<file path="src/rtl/mem_arb_pkg.sv">
// Shared types and constants for the CPU/DMA memory port arbiter.
package mem_arb_pkg;

  typedef enum logic [1:0] {IDLE, ISSUE, WAIT} state_t;
  typedef enum logic {REQ_CPU, REQ_DMA} req_id_t;

  localparam int unsigned ARB_RR    = 0;
  localparam int unsigned ARB_FIXED = 1;

  // Wide enough for RD_LAT-1 with RD_LAT in 1..4
  localparam int unsigned LAT_W = 2;

endpackage

</file>
<file path="src/rtl/mem_arb_pick.sv">
// Combinational winner selection between the CPU and DMA requesters.
module mem_arb_pick
  import mem_arb_pkg::*;
#(
  parameter int unsigned ARB_MODE = ARB_RR
) (
  input  logic    cpu_req,
  input  logic    dma_req,
  input  req_id_t last_win,
  output req_id_t win_c
);

  // On a tie, round-robin favours whoever lost last time; fixed mode always favours CPU
  always_comb begin
    win_c = REQ_CPU;
    if (dma_req && !cpu_req) begin
      win_c = REQ_DMA;
    end else if (cpu_req && dma_req && (ARB_MODE != ARB_FIXED) && (last_win == REQ_CPU)) begin
      win_c = REQ_DMA;
    end
  end

endmodule

</file>
<file path="src/rtl/mem_port_arbiter.sv">
// Two-requester arbiter/sequencer for a single-port memory: IDLE -> ISSUE -> WAIT per access.
module mem_port_arbiter
  import mem_arb_pkg::*;
#(
  parameter int unsigned AW       = 32,
  parameter int unsigned DW       = 32,
  parameter int unsigned RD_LAT   = 1,
  parameter int unsigned ARB_MODE = ARB_RR
) (
  input  logic          clk,
  input  logic          rst,
  input  logic          cpu_req,
  input  logic          cpu_we,
  input  logic [AW-1:0] cpu_addr,
  input  logic [DW-1:0] cpu_wdata,
  output logic          cpu_gnt,
  output logic          cpu_rvalid,
  output logic [DW-1:0] cpu_rdata,
  input  logic          dma_req,
  input  logic          dma_we,
  input  logic [AW-1:0] dma_addr,
  input  logic [DW-1:0] dma_wdata,
  output logic          dma_gnt,
  output logic          dma_rvalid,
  output logic [DW-1:0] dma_rdata,
  output logic          mem_en,
  output logic          mem_we,
  output logic [AW-1:0] mem_addr,
  output logic [DW-1:0] mem_wdata,
  input  logic [DW-1:0] mem_rdata,
  output logic          busy
);

  state_t           state, state_d;
  req_id_t          win, win_d;
  req_id_t          last_win, last_win_d;
  req_id_t          pick_c;
  logic [LAT_W-1:0] lat_cnt, lat_cnt_d;
  logic             we_q, we_d;
  logic [AW-1:0]    addr_q, addr_d;
  logic [DW-1:0]    wdata_q, wdata_d;
  logic             issue_d, rv_d;
  logic             cpu_gnt_d, dma_gnt_d, cpu_rvalid_d, dma_rvalid_d;
  logic             mem_en_d, mem_we_d, busy_d;

  mem_arb_pick #(.ARB_MODE(ARB_MODE)) u_pick (
    .cpu_req  (cpu_req),
    .dma_req  (dma_req),
    .last_win (last_win),
    .win_c    (pick_c)
  );

  always_ff @(posedge clk or posedge rst) begin
    if (rst) begin
      state <= IDLE;
    end else begin
      state <= state_d;
    end
  end

  // Next state, capture registers, and the strobes for the cycle the next state occupies
  always_comb begin
    state_d    = state;
    win_d      = win;
    last_win_d = last_win;
    lat_cnt_d  = lat_cnt;
    we_d       = we_q;
    addr_d     = addr_q;
    wdata_d    = wdata_q;

    unique case (state)
      IDLE: begin
        if (cpu_req || dma_req) begin
          state_d = ISSUE;
          win_d   = pick_c;
          if (pick_c == REQ_DMA) begin
            we_d    = dma_we;
            addr_d  = dma_addr;
            wdata_d = dma_wdata;
          end else begin
            we_d    = cpu_we;
            addr_d  = cpu_addr;
            wdata_d = cpu_wdata;
          end
        end
      end
      ISSUE: begin
        last_win_d = win;
        if (we_q) begin
          state_d = IDLE;
        end else begin
          state_d   = WAIT;
          lat_cnt_d = LAT_W'(RD_LAT - 1);
        end
      end
      WAIT: begin
        if (lat_cnt == '0) begin
          state_d = IDLE;
        end else begin
          lat_cnt_d = lat_cnt - LAT_W'(1);
        end
      end
      default: state_d = IDLE;
    endcase

    issue_d      = (state_d == ISSUE);
    rv_d         = (state_d == WAIT) && (lat_cnt_d == '0);
    mem_en_d     = issue_d;
    mem_we_d     = issue_d && we_d;
    cpu_gnt_d    = issue_d && (win_d == REQ_CPU);
    dma_gnt_d    = issue_d && (win_d == REQ_DMA);
    cpu_rvalid_d = rv_d && (win_d == REQ_CPU);
    dma_rvalid_d = rv_d && (win_d == REQ_DMA);
    busy_d       = (state_d != IDLE);
  end

  always_ff @(posedge clk or posedge rst) begin
    if (rst) begin
      win        <= REQ_CPU;
      last_win   <= REQ_DMA;
      lat_cnt    <= '0;
      we_q       <= 1'b0;
      addr_q     <= '0;
      wdata_q    <= '0;
      cpu_gnt    <= 1'b0;
      dma_gnt    <= 1'b0;
      cpu_rvalid <= 1'b0;
      dma_rvalid <= 1'b0;
      mem_en     <= 1'b0;
      mem_we     <= 1'b0;
      busy       <= 1'b0;
    end else begin
      win        <= win_d;
      last_win   <= last_win_d;
      lat_cnt    <= lat_cnt_d;
      we_q       <= we_d;
      addr_q     <= addr_d;
      wdata_q    <= wdata_d;
      cpu_gnt    <= cpu_gnt_d;
      dma_gnt    <= dma_gnt_d;
      cpu_rvalid <= cpu_rvalid_d;
      dma_rvalid <= dma_rvalid_d;
      mem_en     <= mem_en_d;
      mem_we     <= mem_we_d;
      busy       <= busy_d;
    end
  end

  assign mem_addr  = addr_q;
  assign mem_wdata = wdata_q;

  // Read data is shared; each consumer qualifies it with its own rvalid
  assign cpu_rdata = mem_rdata;
  assign dma_rdata = mem_rdata;

endmodule

</file>
<file path="config.mk">
export PLATFORM = sky130hd
export DESIGN_NAME = mem_port_arbiter
export DESIGN_NICKNAME = d
export VERILOG_FILES = /design/src/rtl/mem_arb_pkg.sv /design/src/rtl/mem_arb_pick.sv /design/src/rtl/mem_port_arbiter.sv
export SDC_FILE = /design/constraint.sdc
export NUM_CORES = 1
export LEC_CHECK = 0
export BUFFER_PORTS_ARGS = -buffer_cell sky130_fd_sc_hd__buf_2
export CORE_AREA = 4 4 116 118
export CTS_CLUSTER_SIZE = 24
export DETAILED_ROUTE_END_ITERATION = 8
export DIE_AREA = 0 0 120 122
export GPL_ROUTABILITY_DRIVEN = 1
export PLACE_DENSITY = 0.67
export SLEW_MARGIN = 0
export SYNTH_ARGS = -nofsm -noshare
export SYNTH_HDL_FRONTEND = slang
export SYNTH_SLANG_ARGS = --single-unit
</file>
<file path="constraint.sdc">
create_clock -name clk -period 3.2 [get_ports clk]
set_input_delay 0.16 -clock clk [delete_from_list [all_inputs] [get_ports clk]]
set_output_delay 0.16 -clock clk [all_outputs]
set_load 0.01 [all_outputs]
</file>
# Word-level counts from Yosys, hierarchy flattened
# Cells that the tools add are included.
# classes
eq_ne	4
bitwise	2
n_mux	16
reduce_logical	16
addsub	1
# op_table
operator	count
two-way mux 32 bit	2
two-way mux 2 bit	5
logical AND 1 bit	9
two-way mux 1 bit	7
logical NOT 2 bit	3
one-hot mux 2 bit (3 select lines)	1
== test 2 x 1 -> 1 bit (second input constant)	2
== test 2 bit (second input constant)	2
one-hot mux 2 bit (2 select lines)	1
NOT 1 bit	2
AND reduction 2 bit	1
nonzero test 2 bit	1
subtractor 2 x 1 -> 2 bit (second input constant)	1
logical NOT 1 bit	1
logical OR 1 bit	1
# totals
in_bits	166
regBits	78
out_inout_bits	135
elab_cells	53

# Depth between registers and ports, before layout
# depth
word_depth	8
ltp_mapped	8
ltp_nobuf	6

# Cells and area by module
# From an unflattened synthesis, not the netlist that was laid out.
# hier_totals
hier_cells	402
hier_area_um2	4060.1
# modules_own_cells
module	cells_per_inst	area_each_um2	instances	seq_area_each_um2
mem_port_arbiter	401	4048.9	1	1953.1
mem_arb_pick	1	11.3	1	0.0

# Worst setup path before layout
# No wires, ideal clock.
# synth_path
path_type	flip-flop to flip-flop
start	register state[0]
end	register mem_we
required_time_ns	3.127
path_stages_with_launch	7
setup_ns	0.073
path_buffers	0
arrival_ns	1.503
period_less_slack_ns	1.576
path_slack_ns	1.624
path_cell_list	dfrtp_1 inv_1 ha_1 o21ai_2 a21o_1 or3_4 nor2b_1
# synth_between
elab_chain_len	4
word_cells_on_any_way	9
cone_classes	eq/ne (3); mux (4); reduce/logical (2)
# synth_rtl
item	line	source
start, declared	mem_port_arbiter.sv:34	state_t state, state_d;
start signal, assigned	mem_port_arbiter.sv:57	state <= state_d;
== test 2 bit, or another cell as far along	mem_port_arbiter.sv:71	unique case (state)
one-hot mux 2 bit (3 select lines)	mem_port_arbiter.sv:71	
== test 2 x 1 -> 1 bit	mem_port_arbiter.sv:106	issue_d = (state_d == ISSUE);
logical AND 1 bit *	mem_port_arbiter.sv:109	mem_we_d = issue_d && we_d;
net mem_we_d	mem_port_arbiter.sv:44	logic mem_en_d, mem_we_d, busy_d;
end signal, assigned	mem_port_arbiter.sv:144	mem_we <= mem_we_d;
end, declared	mem_port_arbiter.sv:27	output logic mem_we,
# Mark *: on every way through the listed nets, which the timed path passes. The rest lies on a longest branch.
# A chain may end at the register's enable or synchronous reset.

# Worst setup path after layout
# layout_path
start	register state[1]
end	register cpu_rvalid
# layout_between
word_cells_on_any_way	13
cone_classes	eq/ne (3); mux (5); bitwise (1); reduce/logical (4)
# layout_rtl
item	line	source
logical NOT 2 bit	mem_port_arbiter.sv:71	
two-way mux 1 bit	mem_port_arbiter.sv:71	
net win_d	mem_port_arbiter.sv:35	req_id_t win, win_d;
NOT 1 bit	mem_port_arbiter.sv:112	cpu_rvalid_d = rv_d && (win_d == REQ_CPU);
logical AND 1 bit	mem_port_arbiter.sv:112	
net cpu_rvalid_d	mem_port_arbiter.sv:43	logic cpu_gnt_d, dma_gnt_d, cpu_rvalid_d, dma_rvalid_d;
end signal, assigned	mem_port_arbiter.sv:141	cpu_rvalid <= cpu_rvalid_d;
end, declared	mem_port_arbiter.sv:17	output logic cpu_rvalid,
# The timed path passes the listed nets, and every way through them passes these cells.

==> impl_metrics.tcl <==
set metrics [dict create \
    synth-async-reset-ratio_pct 100 \
    num-fill-cells 1233 \
    dp.cells 693 \
    power_density_nw_per_um2 882 \
    worst-path-max-fanout 73 \
    root_buffer "clkbuf_16" \
    worstPathCellList "inv_1, ha_1, o21ai_4, buf_4, a22oi_1, inv_1, nor2_1" \
    tns_ns 0 \
    vias 3145 \
    synth_cells 397 \
    vdd_ir_drop_max_uv 341 \
    rsz0062_at_grt "false" \
    nets 702 \
    drt_iter0_drc 141 \
    synth.distinct_cells 31 \
    grt_max_degree 74 \
    maxSlewHeadroom_pct 40.3 \
    cts_buffers 9 \
    finalClockSkew_ns 0.00735 \
    yosysWarnings 0 \
    critPathCaptureType "flop" \
    ant_nets 0 \
    area_delta_synth_final_pct 23.4 \
    tritoncts "done" \
    clockBufferDepth 2 \
    numPortBuffers 204 \
    die_h_microns 122 \
    seq_area_frac_synth_pct 48.1 \
    vias_per_cell 4.44 \
    ioPinCount 301 \
    report.power.total_uw 4420 \
    clk_latency_ns 0.33 \
    wire_per_inst_microns 13.8 \
    grt_remaining_overflow 0 \
    firstDrtPassIters 4 \
    coreArea_sq_um 12500 \
    slowest_stage "buf_4" \
    drc_errors 0 \
    syn_avg_cell_area_sq_um 10.2 \
    max_freq_mhz 503 \
    grt_usage_pct 13.3 \
    antenna_cells 0 \
    netlist_area_sq_um 4060 \
    dieArea_sq_um 14600 \
    fin_ws_ns 1.21 \
    synth-edff-count 0 \
    worst_path_most_repeated_cell "inv_1" \
    cp-start-kind "flop" \
    start_util_pct 32.5 \
    finalSetupViolations 0 \
    slew_violations 0 \
    ys_ff_latch 78 \
    antenna_found_initial 0 \
    p_sw_share_pct 37.4 \
    grt_pass1_wl_microns 15600 \
    min_period_ns 1.99 \
    min_period_over_period_pct 62.2 \
    arrival_ns 2.21 \
    tightestPinTransition_ns 0.895 \
    row_count 41 \
    place_hpwl_microns 7590 \
    cts_hold_buf 0 \
    die_width_microns 120 \
    hold_class "in2async" \
    clock_sinks 78 \
    p_int_uw 2770 \
    grt_pass1_vias 3256 \
    wl_microns 9780 \
    max_cap_violations 0 \
    dp_slack_ns 1.22 \
    post_cts_buffers 0 \
    cp.required_ns 3.42 \
    cpPeakStageDelay_ns 0.51 \
    ys_dominant_reg_cell "dfrtp_1" \
    cts_resized 0 \
    htreeDepth 3 \
    power.leakage_uw 0.00263 \
    p_clk_share_pct 21.3 \
    status "finished with violations" \
    clk_pin_slew_worst_paths_ns 0.06 \
    final_cells 709 \
    p_comb_share_pct 40.6 \
    crit_type "reg2reg" \
    violations "hold timing" \
    final_core_util_pct 40.1 \
    p_sw_uw 1650 \
    gp_congestion 0.731 \
    hold_slack_ns -0.0135 \
    seqPwrFrac_pct 38.2 \
    final_layout_size_suffix_gt1_share_pct 42.5 \
    hold_viol 20 \
    synth_fp_nets 567 \
]
power by group through the flow:
| stage | clock (uW) | sequential, uW | combinational [uW] |
|---|---|---|---|
| after floorplan | 0 | 1900 | 984 |
| after global placement | 0 | 1690 | 1770 |
| after detailed placement | 0 | 1700 | 1830 |
| after CTS | 978 | 1690 | 1830 |
| after global routing | 1020 | 1740 | 2020 |
| final | 938 | 1690 | 1790 |
path summary, 6_finish.rpt:
| path | startpoint | to | slack, ns | cells past startpoint |
|---|---|---|---|---|
| worst min-delay path | rst | mem_wdata[14] | -0.01 | 2 |
| min in group clk | cpu_addr[3] | mem_addr[3] | 0.10 | 3 |
| worst max-delay path | state[1] | cpu_rvalid | 1.21 | 7 |
| worst min register to register | mem_addr[10] | mem_addr[10] | 0.48 | 2 |
| worst max register to register | state[1] | cpu_rvalid | 1.21 | 7 |
| max in group asynchronous | rst | mem_addr[30] | 2.31 | 3 |
area by class of cell:
type	count	area, sq um	share of cell area, %
Clock buffer	15	268	5.35
Inverter	5	20.0	0.400
Clock inverter	1	5.00	0.100
Sequential cell	78	1950	39.0
Tap cell	172	215	4.30
Timing Repair Buffer	209	1060	21.2
Multi-Input combinational cell	229	1490	29.7
critical path: cells and delay by family, from the launching register on:
family	cells	cell delay, ns
buffers and inverters	3	0.77
DFF	1	0.42
AOI/OAI and AO/OA	2	0.34
adders and majority gates	1	0.29
and+or+nand+nor	1	0.06
cells by family (layout without fill, tap and decap cells):
group           Yosys count  after routing  share of synthesized area (%)
mux                      67             67                           16.6
simple gates             80             80                           7.96
compound gates           78             78                           10.5
buf+inv                  90            230                           15.6
flops                    78             78                           48.1
fa+ha+maj                 4              4                           1.23
per-layer routing:
layer	global-route usage (%)	part of all wire [%]
met1	14.5	37
met5	0	0
met2	22.9	50
met4	6.59	2.6
met3	5.01	10
synthesized netlist by cell type (2+ instances only):
| cell type | number | area, sq um |
|---|---|---|
| o21ai_1 | 50 | 250 |
| dfrtp_1 | 77 | 1930 |
| inv_1 | 5 | 18.8 |
| buf_2 | 5 | 25.0 |
| buf_1 | 2 | 7.51 |
| o21ai_0 | 15 | 75.1 |
| a31oi_1 | 2 | 12.5 |
| nor2_1 | 7 | 26.3 |
| a21boi_0 | 2 | 15.0 |
| buf_4 | 67 | 503 |
| buf_6 | 5 | 56.3 |
| clkbuf_1 | 6 | 22.5 |
| nand2_1 | 68 | 255 |
| mux2i_1 | 66 | 661 |
| ha_1 | 4 | 50.1 |
layout by cell type, fill, tap and decap left out, types with 2 or more instances in the layout:
| master | netlist | routed |
|---|---|---|
| buf_2 | 5 | 204 |
| dfrtp_1 | 77 | 77 |
| nand2_1 | 68 | 68 |
| mux2i_1 | 66 | 66 |
| o21ai_1 | 50 | 50 |
| o21ai_0 | 15 | 15 |
| clkbuf_16 | 0 | 9 |
| nor2_1 | 7 | 7 |
| buf_4 | 67 | 5 |
| inv_1 | 5 | 4 |
| ha_1 | 4 | 4 |
| clkbuf_1 | 6 | 4 |
| a21boi_0 | 2 | 2 |
| a31oi_1 | 2 | 2 |
| clkinv_2 | 0 | 2 |
| clkbuf_8 | 0 | 2 |
flip-flops by register name, indices dropped and copies added (netlist names):
name and flops:
dma_rvalid 1, dma_gnt 1, mem_en 1, cpu_gnt 1, mem_wdata 32, cpu_rvalid 1, state 2, we_q 1
mem_we 1, win 1, last_win 1, lat_cnt 2, busy 1, mem_addr 32
per-stage QoR:
stage | hold slack (ns) | cell area [sq um]
after floorplan | 0.342 | 4060
after global placement | 0.320 | 4730
after detailed placement | 0.320 | 4730
after CTS | 0.0192 | 5000
after global routing | 0.0613 | 5000
final | -0.0135 | 5000
Note: power is estimated with default switching activity, not from simulation.
